<file path="src/rtl/inst_fetch_queue.sv">
// Instruction fetch front end: sequential PC generation, single-outstanding
// cache requests, and a small circular queue of {pc, inst, adel} entries
// drained by decode. Redirects flush the queue and discard in-flight data.
module inst_fetch_queue #(
    parameter logic [31:0] RESET_PC = 32'hBFC0_0000,
    parameter int          DEPTH    = 4
) (
    input  logic        clk,
    input  logic        rst,
    input  logic        redirect_valid,
    input  logic [31:0] redirect_pc,
    output logic [31:0] ic_araddr,
    output logic        ic_arvalid,
    input  logic [31:0] ic_rdata,
    input  logic        ic_rvalid,
    output logic        ic_flush,
    output logic        deq_valid,
    input  logic        deq_ready,
    output logic [31:0] deq_pc,
    output logic [31:0] deq_inst,
    output logic        deq_adel
);

    localparam int              PTR_W    = $clog2(DEPTH);
    localparam logic [PTR_W:0]  FULL_CNT = (PTR_W + 1)'(DEPTH);

    typedef enum logic [1:0] {
        S_REQ  = 2'd0,
        S_WAIT = 2'd1,
        S_HALT = 2'd2
    } state_t;

    state_t             state_q, state_d;
    logic [31:0]        pc_q, pc_d;
    logic [31:0]        req_pc_q, req_pc_d;
    logic               stale_q, stale_d;

    logic [PTR_W-1:0]   head_q, head_d;
    logic [PTR_W-1:0]   tail_q, tail_d;
    logic [PTR_W:0]     count_q, count_d;

    logic [31:0]        ent_pc_q   [DEPTH];
    logic [31:0]        ent_pc_d   [DEPTH];
    logic [31:0]        ent_inst_q [DEPTH];
    logic [31:0]        ent_inst_d [DEPTH];
    logic               ent_adel_q [DEPTH];
    logic               ent_adel_d [DEPTH];

    logic               issue;
    logic               push;
    logic               push_en;
    logic               pop;
    logic [31:0]        push_pc;
    logic [31:0]        push_inst;
    logic               push_adel;

    // Fetch FSM: decides when to issue, what to push, and where the PC goes next.
    always_comb begin
        state_d   = state_q;
        pc_d      = pc_q;
        req_pc_d  = req_pc_q;
        stale_d   = stale_q;
        issue     = 1'b0;
        push      = 1'b0;
        push_pc   = pc_q;
        push_inst = 32'd0;
        push_adel = 1'b0;
        case (state_q)
            S_REQ: begin
                if (redirect_valid) begin
                    pc_d = redirect_pc;
                end else if (count_q == FULL_CNT) begin
                    // queue full: hold the PC until decode frees a slot
                end else if (pc_q[1:0] != 2'b00) begin
                    // misaligned fetch becomes an address-error entry; fetch stops
                    push      = 1'b1;
                    push_adel = 1'b1;
                    state_d   = S_HALT;
                end else begin
                    issue    = 1'b1;
                    req_pc_d = pc_q;
                    state_d  = S_WAIT;
                end
            end
            S_WAIT: begin
                if (redirect_valid) begin
                    stale_d = 1'b1;
                    pc_d    = redirect_pc;
                end
                if (ic_rvalid) begin
                    // a response belonging to a redirected-away stream is dropped
                    if (!(stale_q || redirect_valid)) begin
                        push      = 1'b1;
                        push_pc   = req_pc_q;
                        push_inst = ic_rdata;
                        pc_d      = req_pc_q + 32'd4;
                    end
                    stale_d = 1'b0;
                    state_d = S_REQ;
                end
            end
            S_HALT: begin
                if (redirect_valid) begin
                    pc_d    = redirect_pc;
                    state_d = S_REQ;
                end
            end
            default: state_d = S_REQ;
        endcase
    end

    // FSM and fetch PC registers.
    always_ff @(posedge clk) begin
        if (rst) begin
            state_q  <= S_REQ;
            pc_q     <= RESET_PC;
            req_pc_q <= RESET_PC;
            stale_q  <= 1'b0;
        end else begin
            state_q  <= state_d;
            pc_q     <= pc_d;
            req_pc_q <= req_pc_d;
            stale_q  <= stale_d;
        end
    end

    assign push_en = push && !redirect_valid;
    assign pop     = (count_q != '0) && deq_ready && !redirect_valid;

    // Queue pointers and occupancy; a redirect empties the queue outright.
    always_comb begin
        head_d  = head_q;
        tail_d  = tail_q;
        count_d = count_q;
        if (redirect_valid) begin
            head_d  = '0;
            tail_d  = '0;
            count_d = '0;
        end else begin
            if (push_en) begin
                tail_d = tail_q + 1'b1;
            end
            if (pop) begin
                head_d = head_q + 1'b1;
            end
            if (push_en && !pop) begin
                count_d = count_q + 1'b1;
            end else if (!push_en && pop) begin
                count_d = count_q - 1'b1;
            end
        end
    end

    // Queue pointer registers.
    always_ff @(posedge clk) begin
        if (rst) begin
            head_q  <= '0;
            tail_q  <= '0;
            count_q <= '0;
        end else begin
            head_q  <= head_d;
            tail_q  <= tail_d;
            count_q <= count_d;
        end
    end

    // Entry storage write: the tail slot takes the pushed entry.
    always_comb begin
        for (int i = 0; i < DEPTH; i++) begin
            ent_pc_d[i]   = ent_pc_q[i];
            ent_inst_d[i] = ent_inst_q[i];
            ent_adel_d[i] = ent_adel_q[i];
        end
        if (push_en) begin
            ent_pc_d[tail_q]   = push_pc;
            ent_inst_d[tail_q] = push_inst;
            ent_adel_d[tail_q] = push_adel;
        end
    end

    // Entry registers; cleared on reset so the head outputs read zero.
    always_ff @(posedge clk) begin
        if (rst) begin
            for (int i = 0; i < DEPTH; i++) begin
                ent_pc_q[i]   <= 32'd0;
                ent_inst_q[i] <= 32'd0;
                ent_adel_q[i] <= 1'b0;
            end
        end else begin
            for (int i = 0; i < DEPTH; i++) begin
                ent_pc_q[i]   <= ent_pc_d[i];
                ent_inst_q[i] <= ent_inst_d[i];
                ent_adel_q[i] <= ent_adel_d[i];
            end
        end
    end

    assign ic_araddr  = pc_q;
    assign ic_arvalid = issue && !rst;
    assign ic_flush   = redirect_valid;
    assign deq_valid  = (count_q != '0);
    assign deq_pc     = ent_pc_q[head_q];
    assign deq_inst   = ent_inst_q[head_q];
    assign deq_adel   = ent_adel_q[head_q];

endmodule

</file>
<file path="config.mk">
export PLATFORM = sky130hd
export DESIGN_NAME = inst_fetch_queue
export DESIGN_NICKNAME = d
export VERILOG_FILES = /design/src/rtl/inst_fetch_queue.sv
export SDC_FILE = /design/constraint.sdc
export NUM_CORES = 1
export LEC_CHECK = 0
export ABC_AREA = 1
export BUFFER_PORTS_ARGS = -buffer_cell sky130_fd_sc_hd__buf_2
export CAP_MARGIN = 30
export CELL_PAD_IN_SITES_DETAIL_PLACEMENT = 1
export CELL_PAD_IN_SITES_GLOBAL_PLACEMENT = 1
export CORE_AREA = 2 2 183 185
export CTS_BUF_LIST = sky130_fd_sc_hd__clkbuf_8
export DETAILED_ROUTE_END_ITERATION = 10
export DIE_AREA = 0 0 185 187
export GPL_ROUTABILITY_DRIVEN = 0
export PLACE_DENSITY_LB_ADDON = 0.1
export SETUP_SLACK_MARGIN = 0.3
export SYNTH_ARGS = -nofsm -noshare
export SYNTH_HDL_FRONTEND = slang
export SYNTH_SLANG_ARGS = --single-unit
</file>
<file path="constraint.sdc">
create_clock -name clk -period 3.5 [get_ports clk]
set_clock_uncertainty 0.05 [all_clocks]
set_input_delay 0.175 -clock clk [delete_from_list [all_inputs] [get_ports clk]]
set_output_delay 0.175 -clock clk [all_outputs]
set_load 0.01 [all_outputs]
</file>
After elaboration in Yosys (flattened, before gate mapping)

Memories as Yosys holds them, arrays and structs flattened. A register that Yosys moved wholly into a read port is not among the register bits.
Cells that the tools add are included.
Widths: inputs -> output; s select.

Equal/unequal tests: 7
Add/subtract/negate cells: 5
Muxes and demuxes: 62
Magnitude comparators: 2
Reductions and logical operators: 23
Bitwise logic cells: 16

Operators by type and width:

| kind                  | count |
|---|---|
| $mux 32               | 18 |
| $bwmux 128            | 2 |
| $mux 128              | 2 |
| $demux 32 s2          | 1 |
| $pmux 32 s2           | 1 |
| $add 32x3->32 const B | 1 |
| $mux 2                | 11 |
| $mux 1                | 20 |
| $or 1x1->1            | 12 |
| $ne 2x2->1 const B    | 4 |
| $reduce_and 4->1      | 2 |
| $reduce_bool 2->1     | 4 |
| $logic_and 1x1->1     | 7 |
| $mux 3                | 2 |
| $pmux 2 s3            | 1 |
| $add 2x1->2 const B   | 2 |
| $bwmux 4              | 1 |
| $logic_not 1->1       | 4 |
| $mux 4                | 1 |
| $reduce_or 2->1       | 2 |
| $add 3x1->3 const B   | 1 |
| $eq 3x3->1 const B    | 1 |
| $ge 3x3->1 const B    | 1 |
| $lt 3x1->1 const B    | 1 |
| other kinds (11)      | 13 |

Input bits: 69
Output and inout port bits: 100
Flip-flop bits (word level): 74
Memories: 3
Logic and storage cells: 125
Memory bits (writable): 260

Memories:

| memory     | words | bits a word | read ports | clocked after memory_dff | write ports | line | text |
|---|---|---|---|---|---|---|---|
| ent_inst_q | 4     | 32          | 5          | 1                        | 4           | 44   | `logic [31:0] ent_inst_q [DEPTH];` |
| ent_pc_q   | 4     | 32          | 5          | 1                        | 4           | 42   | `logic [31:0] ent_pc_q [DEPTH];` |
| ent_adel_q | 4     | 1           | 5          | 1                        | 4           | 46   | `logic ent_adel_q [DEPTH];` |

Longest topological paths before layout

Gate-level depths: netlist (run 1).

Depth in word-level cells: 10
Gate-level depth with buffers: 13
Gate-level depth less buffers: 13

Worst setup path before layout (run 1)

Ideal clock, no wire load.

Path type: reg-to-reg
Start point: reg pc_q[0] (netlist: ic_araddr[0])
End point: reg count_q[2]
Period minus slack after synthesis: 2.079 ns
Data arrival time: 1.909 ns
Stages on the path, launching flop included: 14
Library setup time: 0.120 ns
Slack: 1.421 ns
Path buffers: 0
Cells stage by stage: dfxtp_1 nor2_1 inv_1 nand2_1 nor2_2 nor2_8 inv_4 ha_1 inv_1 fa_1 o21ai_0 a21oi_1 o21ai_0 a21oi_1

Word-level cells in the longest chain between the ends: 9
Elaborated cells between the ends (all ways): 11
Classes of those cells: mux: 5; reduce/logical: 6

Ends and longest elaborated chain:

| item                               | line | text |
|---|---|---|
| from (decl)                        | 34   | `logic [31:0] pc_q, pc_d;` |
| from (signal assigned)             | 121  | `pc_q <= pc_d;` |
| $reduce_bool 2->1 *                | 74   | `end else if (pc_q[1:0] != 2'b00) begin` |
| $mux 1 *                           | 74   |  |
| $mux 1 *                           | 72   | `end else if (count_q == FULL_CNT) begin` |
| $mux 1 *                           | 70   | `if (redirect_valid) begin` |
| $pmux 1 s2 *                       | 68   | `case (state_q)` |
| $logic_and 1x1->1 *                | 127  | `assign push_en = push && !redirect_valid;` |
| net push_en                        | 51   | `logic push_en;` |
| $logic_not 1->1                    | 148  | `end else if (!push_en && pop) begin` |
| $logic_and 1x1->1                  | 148  |  |
| $reduce_bool 2->1 (no source line) | --   |  |
| to (signal assigned)               | 163  | `count_q <= count_d;` |
| to (decl)                          | 40   | `logic [PTR_W:0] count_q, count_d;` |

The timed path passes the listed nets; every way through them passes the cells marked *.
A chain may end at the register's enable or synchronous reset.

==> results of run 1 <==
## flip-flops by register name, indices dropped and copies added, names as in the netlist, named ones only
register	count
stale_q	1
req_pc_q	32
ent_adel_q	4
ent_pc_q	128
ic_araddr	32
count_q	3
head_q	2
tail_q	2
state_q	2
ent_inst_q	128
## layer usage
layer  part of all wire (%)  up-vias  track usage (%)  wire, um
li1                       -     7514                -         -
met1                     42     7671            37.24     22770
met2                     48      425            53.93     26160
met3                    4.5      130            4.186      2406
met4                    4.9        0            15.63      2641
met5                      0        -           0.7143         0
## power groups by stage
stage          clock (mW)  sequential [mW]  combinational (mW)
6_report             3.61             4.15                1.17
5_1_grt              3.85             4.16                1.29
4_1_cts              3.68             4.14                1.15
3_5_place_dp            0             4.22                1.09
3_3_place_gp            0             4.21                1.05
2_1_floorplan           0             4.18               0.674
## through the flow
stage / total power, mW / hold WS, ns
2_1_floorplan: 4.852 / 0.3114
3_3_place_gp: 5.264 / 0.3905
3_5_place_dp: 5.312 / 0.4004
4_1_cts: 8.970 / 0.01656
5_1_grt: 9.302 / 0.05506
6_report: 8.922 / 0.04078
## cell usage in the layout, fill, tap and decap left out, types with 19 or more instances in the layout
master	count
buf_4	29
dlygate4sd3_1	61
o22ai_1	60
o21ai_0	479
a21oi_1	171
nor2_1	478
dfxtp_1	334
inv_1	120
buf_2	169
nand2_1	240
o21ai_1	26
clkbuf_8	73
nand3_1	19
## path summary, 6_finish.rpt
path	depth (start not counted)	endpoint	startpoint	slack (ns)
hold reg to reg	2	ent_pc_q[2][15]	ent_pc_q[2][15]	0.41
setup reg to reg	10	ent_pc_q[3][22]	stale_q	0.80
setup / recovery	10	ent_pc_q[3][22]	stale_q	0.80
hold / removal	5	ic_araddr[3]	redirect_valid	0.04
## timing repair
action,4_1_cts,5_1_grt
endpoints found under the setup margin,0,0
hold buffers,61,0
hold endpoints to repair,157,0
## worst max-delay path, cell delays in order (launching register included)
cell     delay, ns
dfxtp_1       0.33
nor2_2        0.46
nand2_4       0.14
inv_6         0.25
nor2_8        0.11
inv_4         0.09
nand2_4       0.05
inv_2         0.55
buf_4         0.31
nand3_1       0.09
o211a_1       0.11
## logic make-up after synthesis
kind of cell    after synthesis
compound gates              767
simple gates                763
flops                       336
buf+inv                     273
xor+xnor                     13
fa+ha+maj                     7
mux                           1
## final cells by class
type | count | area (um^2) | share of cell area, %
inverter | 107 | 416.7 | 2.326
multi-input combinational | 1551 | 7226 | 40.33
timing repair buffer | 265 | 1809 | 10.10
sequential | 336 | 6731 | 37.57
tap | 448 | 560.5 | 3.129
clock inverter | 32 | 167.7 | 0.9358
clock buffer | 73 | 1005 | 5.608
==> impl_metrics.env, run 1 <==
export IMPL_yosys_area_share_simple_pct=19.72
export IMPL_post_cts_buffers=0
export IMPL_cts_clk_slew_worst_paths_ns=0.06
export IMPL_hold_class="primary input to register"
export IMPL_core_um2=32860
export IMPL_vdd_drop_max_mv=0.2614
export IMPL_synth_edff_count=0
export IMPL_utilization_pct=54.52
export IMPL_antenna_found_initial=0
export IMPL_seq_area_frac_synth_pct=44.46
export IMPL_p_sw_mw=2.570
export IMPL_synth_most_common_cell="o21ai_0"
export IMPL_maxSlewViolCount=0
export IMPL_leakage_nw=7.886
export IMPL_pre_cts_ws_ns=0.6098
export IMPL_outcome="completed"
export IMPL_first_pass_iters=5
export IMPL_fin_tns_setup_ns=0
export IMPL_relSlewSlack_pct=31.88
export IMPL_post_cts_resized=0
export IMPL_num_io_pins=169
export IMPL_synth_compound_area_share_pct=26.60
export IMPL_rows=67
export IMPL_synth_xor_xnor_area_share_pct=0.7526
export IMPL_synthArstFlopShare_pct=0
export IMPL_clk_latency_ns=0.64
export IMPL_drc=0
export IMPL_htree_num_levels=2
export IMPL_synth_top_area_cell="dfxtp_1"
export IMPL_syn2layout_area_growth_pct=18.43
export IMPL_synth_area_um2=15130
export IMPL_nets=2395
export IMPL_placed_area_um2=16110
export IMPL_dp_cells=2645
export IMPL_synthTopCellsByCount="479 x o21ai_0, 478 x nor2_1, 336 x dfxtp_1"
export IMPL_die_area_um2=34600
export IMPL_maxCapViolCount=0
export IMPL_power_frac_clock_pct=40.5
export IMPL_die_w_um=185
export IMPL_rsz0062_at_grt="no"
export IMPL_synth_ff_type="dfxtp_1"
export IMPL_power_density_nw_per_um2=498.0
export IMPL_drive_gt1_share_pct=13.37
export IMPL_postSynthAreaPerCell_um2=7.004
export IMPL_setup_violations=0
export IMPL_ys_ff_latch=336
export IMPL_cts_buffers=58
export IMPL_tritoncts="done"
export IMPL_clk_path_buf_depth=3
export IMPL_yosys_area_share_adder_pct=0.6286
export IMPL_critPathKind="register to register"
export IMPL_grt_pass1_vias=16380
export IMPL_synthDistinctLibCells=37
export IMPL_p_seq_share_pct=46.5
export IMPL_setup_ws_ns=0.8023
export IMPL_comb_power_share_pct=13.1
export IMPL_worstPathMaxFanout=36
export IMPL_drt_iter0_markers=948
export IMPL_grt_first_pass_wirelength_mm=86.17
export IMPL_portBuffers=168
export IMPL_hold_viol=0
export IMPL_viasPerCell=5.597
export IMPL_synth_top_family_by_area="compound AO/OA/AOI/OAI gates"
export IMPL_worstPathRequired_ns=3.95
export IMPL_synth_area_leaders="dfxtp_1 44%, o21ai_0 16%, nor2_1 12%"
export IMPL_ant_nets=0
export IMPL_power_internal_mw=6.352
export IMPL_final_cells=2812
export IMPL_nFillCells=4316
export IMPL_place_detailed_hpwl_mm=33.00
export IMPL_worstSetupStartpointType="register"
export IMPL_wl_per_cell_um=19.20
export IMPL_grt_usage_pct=31.03
export IMPL_design_area_um2=17920
export IMPL_num_antenna_cells=0
export IMPL_syn_num_nets=2236
export IMPL_worst_pin_slew_ns=1.011
export IMPL_clkSinkCount=336
export IMPL_routed_wl_mm=53.98
export IMPL_synthMuxAreaShare_pct=0.06616
export IMPL_critPathCaptureType="register"
export IMPL_yosys_area_top_type_share_pct=44.46
export IMPL_period_minus_slack_ns=2.698
export IMPL_overflow=0
export IMPL_p_sw_share_pct=28.81
export IMPL_start_util_pct=46.04
export IMPL_yosysWarnings=0
export IMPL_die_h_um=187
export IMPL_max_freq_ghz=0.3707
export IMPL_post_route_period_util_pct=77.08
export IMPL_vias=15740
export IMPL_grt_max_degree=122
export IMPL_crit_arrival_ns=3.15
export IMPL_postSynthCellCount=2160
export IMPL_root_buffer="clkbuf_8"
No activity file was read; power rests on OpenSTA's default activity.
==> inputs of run 2 (changes only) <==
- CORE_AREA: 2 2 183 185 -> 2 2 189 191
- DIE_AREA: 0 0 185 187 -> 0 0 191 193
- clock period: 3.5 -> 2.5 ns (I/O delays scaled with it)
==> impl_metrics.env, run 2 (synthesized netlist as in run 1, its figures left out) <==
export IMPL_core_um2=34960
export IMPL_outcome="completed"
export IMPL_period_minus_slack_ns=2.205
export IMPL_final_cells=2878
export IMPL_routed_wl_mm=56.66
export IMPL_crit_arrival_ns=2.68
export IMPL_root_buffer="clkbuf_8"
export IMPL_ant_nets=0
export IMPL_slowest_stage="fa_1"
export IMPL_portBuffers=168
export IMPL_rsz0062_at_grt="yes"
export IMPL_grt_util_met3_pct=3.928
export IMPL_worstPathRequired_ns=2.97
export IMPL_syn2layout_area_growth_pct=23.55
export IMPL_critical_path_max_stage_delay_ns=0.41
export IMPL_vias=15890
export IMPL_largestRegisters="ent_inst_q x128, ent_pc_q x128"
export IMPL_worstSetupStartpointType="register"
export IMPL_multi_input_area_um2=7316
export IMPL_hold_viol=0
export IMPL_clk_path_buf_depth=3
export IMPL_antenna_found_initial=1
export IMPL_pre_cts_ws_ns=0.1628
export IMPL_wl_per_cell_um=19.69
export IMPL_die_h_um=193
export IMPL_setup_violations=0
export IMPL_first_pass_iters=5
export IMPL_rows=69
export IMPL_drc=0
export IMPL_relSlewSlack_pct=54.08
export IMPL_placed_area_um2=16420
export IMPL_vdd_drop_max_mv=0.4571
export IMPL_path_cells="nor2_2 -> nand2_1 -> nor2_4 -> nor2_8 -> inv_4 -> ha_1 -> inv_1 -> fa_1 -> o21ai_1 -> a21oi_1 -> o21ai_1 -> a21oi_1"
export IMPL_tritoncts="done"
export IMPL_final_cell_mix="474 x nor2_1, 459 x o21ai_0, 330 x dfxtp_1"
export IMPL_cts_clk_slew_worst_paths_ns=0.06
export IMPL_clkSinkCount=336
export IMPL_maxCapViolCount=0
export IMPL_place_detailed_hpwl_mm=33.85
export IMPL_worst_pin_slew_ns=0.6816
export IMPL_grtUsageMet1_pct=36.78
export IMPL_die_area_um2=36860
export IMPL_fin_tns_setup_ns=0
export IMPL_overflow=0
export IMPL_die_w_um=191
export IMPL_viasPerCell=5.522
export IMPL_grt_usage_pct=29.59
export IMPL_grtUsageMet2_pct=52.56
export IMPL_setup_ws_ns=0.2946
export IMPL_path_delay_family="adder cells"
export IMPL_drive_gt1_share_pct=15.36
export IMPL_max_freq_ghz=0.4534
export IMPL_htree_num_levels=2
export IMPL_leakage_nw=8.255
export IMPL_design_area_um2=18690
export IMPL_cts_buffers=58
export IMPL_start_util_pct=43.27
export IMPL_nFillCells=4500
export IMPL_power_density_nw_per_um2=660.0
export IMPL_grt_pass1_vias=16190
export IMPL_regArea_um2=6739
export IMPL_nets=2453
export IMPL_maxSlewViolCount=0
export IMPL_drt_iter0_markers=896
export IMPL_grt_busiest_layer="met2"
export IMPL_final_common_cell="nor2_1"
export IMPL_critPathKind="register to register"
export IMPL_worstPathMaxFanout=6
export IMPL_clk_latency_ns=0.63
export IMPL_dp_cells=2689
export IMPL_grt_max_degree=73
export IMPL_hold_class="primary input to register"
export IMPL_crit_buf_inv=2
export IMPL_grt_first_pass_wirelength_mm=86.84
export IMPL_post_route_period_util_pct=88.21
export IMPL_critPathCaptureType="register"
export IMPL_num_io_pins=169
run 2: changes by cell type in the layout (fill, tap and decap cells not counted), moves of 4 or more:
cell	before	now
o22ai_1	60	51
clkbuf_16	0	4
clkinv_2	8	1
dfxtp_1	334	330
buf_12	4	11
o21ai_1	26	45
inv_1	120	125
buf_6	0	6
o21ai_0	479	459
nor2_1	478	474
o22ai_2	0	9
dlygate4sd3_1	61	73
buf_4	29	53
run 2: final cells by class:
| cell class | instances | share of cell area [%] |
|---|---|---|
| Tap cell | 461 | 3.086 |
| Multi-Input combinational cell | 1551 | 39.14 |
| Timing Repair Buffer | 321 | 13.39 |
| Clock inverter | 29 | 0.6427 |
| Antenna cell | 1 | 0.01339 |
| Timing Repair inverter | 2 | 0.1473 |
| Inverter | 107 | 2.370 |
| Clock buffer | 70 | 5.155 |
| Sequential cell | 336 | 36.06 |
run 2: where the power goes:
group	leakage, nW	switching (mW)	internal [mW]
clock	0.655	2.30	2.50
sequential	2.73	0.198	5.59
combinational	4.87	1.09	0.662
total	8.25	3.58	8.75
run 2: routing by layer:
metal	vias up	part of all wire, %
met4	0	2.9
met1	7757	44
met5	-	0
li1	7643	-
met2	385	48
met3	106	4.5
run 2: through the flow:
step | utilization, % | hold slack [ns] | power (mW)
final | 53.46 | 0.2632 | 12.34
after floorplan | - | 0.2614 | 6.793
after global placement | 46.97 | 0.3485 | 7.445
after global routing | 53.46 | 0.2714 | 12.88
after CTS | 52.57 | 0.2405 | 12.35
after detailed placement | 46.97 | 0.3620 | 7.489
run 2: path summary, 6_finish.rpt:
check        depth (start not counted)            start  slack (ns)              end
max                                 12       state_q[0]        0.29       count_q[2]
min                                  4   redirect_pc[8]        0.26     ic_araddr[8]
max reg2reg                         12       state_q[0]        0.29       count_q[2]
min reg2reg                          2  ent_pc_q[2][23]        0.41  ent_pc_q[2][23]
run 2: what timing repair did:
action,in CTS,in global routing
hold buffers,73,0
endpoints found under the hold margin,212,0
endpoints found under the setup margin,64,96
gates cloned,2,7
pin swaps,1,7
buffers inserted,0,7
gates resized for setup,20,51
run 2: tightest hold or removal path: stages:
cell and delay (ns):
dlygate4sd3_1 0.52, buf_2 0.09, o21ai_0 0.07, a21oi_1 0.11
==> inputs of run 3 (changes only) <==
- clock period: 2.5 -> 2.15 ns (I/O delays scaled with it)
==> impl_metrics.env, run 3 (synthesized netlist as in run 1, its figures left out) <==
export IMPL_cts_clk_slew_worst_paths_ns=0.08
export IMPL_relSlewSlack_pct=37.47
export IMPL_critPathKind="register to register"
export IMPL_violations="negative setup slack"
export IMPL_fin_tns_setup_ns=-10.49
export IMPL_dp_cells=2693
export IMPL_setup_ws_ns=-0.4064
export IMPL_r2r_start="count_q[0]"
export IMPL_p_sw_mw=5.345
export IMPL_comb_power_share_pct=19.0
export IMPL_post_route_period_util_pct=118.9
export IMPL_outcome="complete, but fails checks"
export IMPL_clkSinkCount=336
export IMPL_clk_path_buf_depth=3
export IMPL_rows=69
export IMPL_wl_per_cell_um=31.24
export IMPL_core_um2=34960
export IMPL_cts_buffers=60
export IMPL_num_io_pins=169
export IMPL_grt_first_pass_wirelength_mm=98.69
export IMPL_routed_wl_mm=94.46
export IMPL_viasPerCell=6.525
export IMPL_max_freq_ghz=0.3912
export IMPL_placed_area_um2=16580
export IMPL_maxCapViolCount=0
export IMPL_vias=19730
export IMPL_clk_latency_ns=0.69
export IMPL_first_pass_iters=6
export IMPL_power_density_nw_per_um2=713.6
export IMPL_drc=0
export IMPL_die_area_um2=36860
export IMPL_rsz0062_at_grt="yes"
export IMPL_crit_arrival_ns=3.03
export IMPL_die_w_um=191
export IMPL_hold_class="primary input to register"
export IMPL_fin_hold_ws_ns=0.1123
export IMPL_r2r_end="ent_pc_q[3][8]"
export IMPL_r2r_slack_ns=-0.41
export IMPL_worstPathRequired_ns=2.63
export IMPL_p_seq_share_pct=41.8
export IMPL_nets=2590
export IMPL_maxSlewViolCount=0
export IMPL_whs_path_depth=7
export IMPL_vdd_drop_max_mv=0.4275
export IMPL_power_frac_clock_pct=39.1
export IMPL_htree_num_levels=2
export IMPL_final_cells=3024
export IMPL_r2r_cells=14
export IMPL_syn2layout_area_growth_pct=50.68
export IMPL_portBuffers=168
export IMPL_place_detailed_hpwl_mm=33.83
export IMPL_overflow=0
export IMPL_design_area_um2=22800
export IMPL_drive_gt1_share_pct=29.87
export IMPL_hold_viol=0
export IMPL_root_buffer="clkbuf_8"
export IMPL_drt_iter0_markers=2108
export IMPL_leakage_nw=9.759
export IMPL_start_util_pct=43.27
export IMPL_final_common_cell="nor2_1"
export IMPL_worstPathMaxFanout=5
export IMPL_worstSetupStartpointType="register"
export IMPL_period_minus_slack_ns=2.556
export IMPL_largestRegisters="ent_inst_q x128, ent_pc_q x128"
export IMPL_ant_nets=0
export IMPL_setup_violations=103
export IMPL_p_sw_share_pct=32.86
export IMPL_die_h_um=193
export IMPL_hp_start="redirect_valid"
export IMPL_antenna_found_initial=9
export IMPL_grt_usage_pct=34.38
export IMPL_hold_end="ic_araddr[24]"
export IMPL_grt_pass1_vias=17410
export IMPL_final_cell_mix="397 x nor2_1, 324 x dfxtp_1, 315 x o21ai_0"
export IMPL_worst_pin_slew_ns=0.9282
export IMPL_grt_max_degree=70
export IMPL_critPathCaptureType="register"
export IMPL_power_internal_mw=10.92
export IMPL_tritoncts="done"
## run 3: worst max-delay path, cell delays in order (launching register included)
cell and delay [ns]:
dfxtp_4 0.36, nor2_4 0.10, nand2_2 0.07, nand2_4 0.09
nor2_4 0.06, nor2_8 0.11, buf_12 0.13, clkinv_8 0.04
buf_6 0.10, buf_8 0.12, nand2_8 0.12, buf_8 0.20
clkbuf_16 0.18, o21ai_0 0.07, nor2_1 0.56
## run 3: power by group through the flow
stage                     Combinational (mW)  Sequential [mW]  Clock, mW
after floorplan                         1.11             6.80          0
after global placement                  1.83             6.85          0
after detailed placement                1.88             6.86          0
after CTS                               2.36             6.73       6.04
after global routing                    3.21             6.82       6.57
final                                   3.10             6.80       6.37
## run 3: what timing repair did
| action | CTS | global route |
|---|---|---|
| setup buffers | 31 | 40 |
| resized for setup | 142 | 504 |
| pin swaps | 25 | 118 |
| gates cloned | 25 | 54 |
| hold buffers | 70 | 0 |
| endpoints found under the setup margin | 228 | 382 |
| hold endpoints to repair | 174 | 0 |
## run 3: cell type report
cell class	instances	area, um^2
Clock inverter	32	157.7
Multi-Input combinational cell	1551	8587
Clock buffer	74	1018
Timing Repair Buffer	454	5134
Antenna cell	5	12.51
Inverter	107	500.5
Timing Repair inverter	4	52.55
Tap cell	461	576.8
Sequential cell	336	6756
Fill cell	4108	12170
## run 3: layer usage
layer	vias up	share of wire (%)	global-route usage, %
li1	7971	-	-
met1	9389	34	43.44
met2	1644	44	59.71
met3	721	12	4.054
met4	8	10	14.07
met5	-	0.053	0
## run 3: how the worst max path moves through the flow
| stage | end | depth (start not counted) | slack (ns) | from |
|---|---|---|---|---|
| 2_1_floorplan | count_q[2] | 13 | 0.28 | count_q[0] |
| 3_3_place_gp | ent_pc_q[1][24] | 9 | 0.18 | count_q[0] |
| 3_5_place_dp | ent_inst_q[1][19] | 9 | 0.08 | count_q[0] |
| 4_1_cts | deq_pc[17] | 6 | 0.02 | register |
| 5_1_grt | ent_pc_q[3][8] | 14 | -0.37 | count_q[0] |
| 6_report | ent_pc_q[3][8] | 14 | -0.41 | count_q[0] |
## run 3: through the flow
stage | total power [mW] | worst slack [ns] | utilization, %
2_1_floorplan | 7.912 | 0.2824 | -
3_3_place_gp | 8.678 | 0.1781 | 47.42
3_5_place_dp | 8.741 | 0.07661 | 47.42
4_1_cts | 15.12 | 0.01792 | 56.81
5_1_grt | 16.59 | -0.3735 | 65.17
6_report | 16.27 | -0.4064 | 65.20
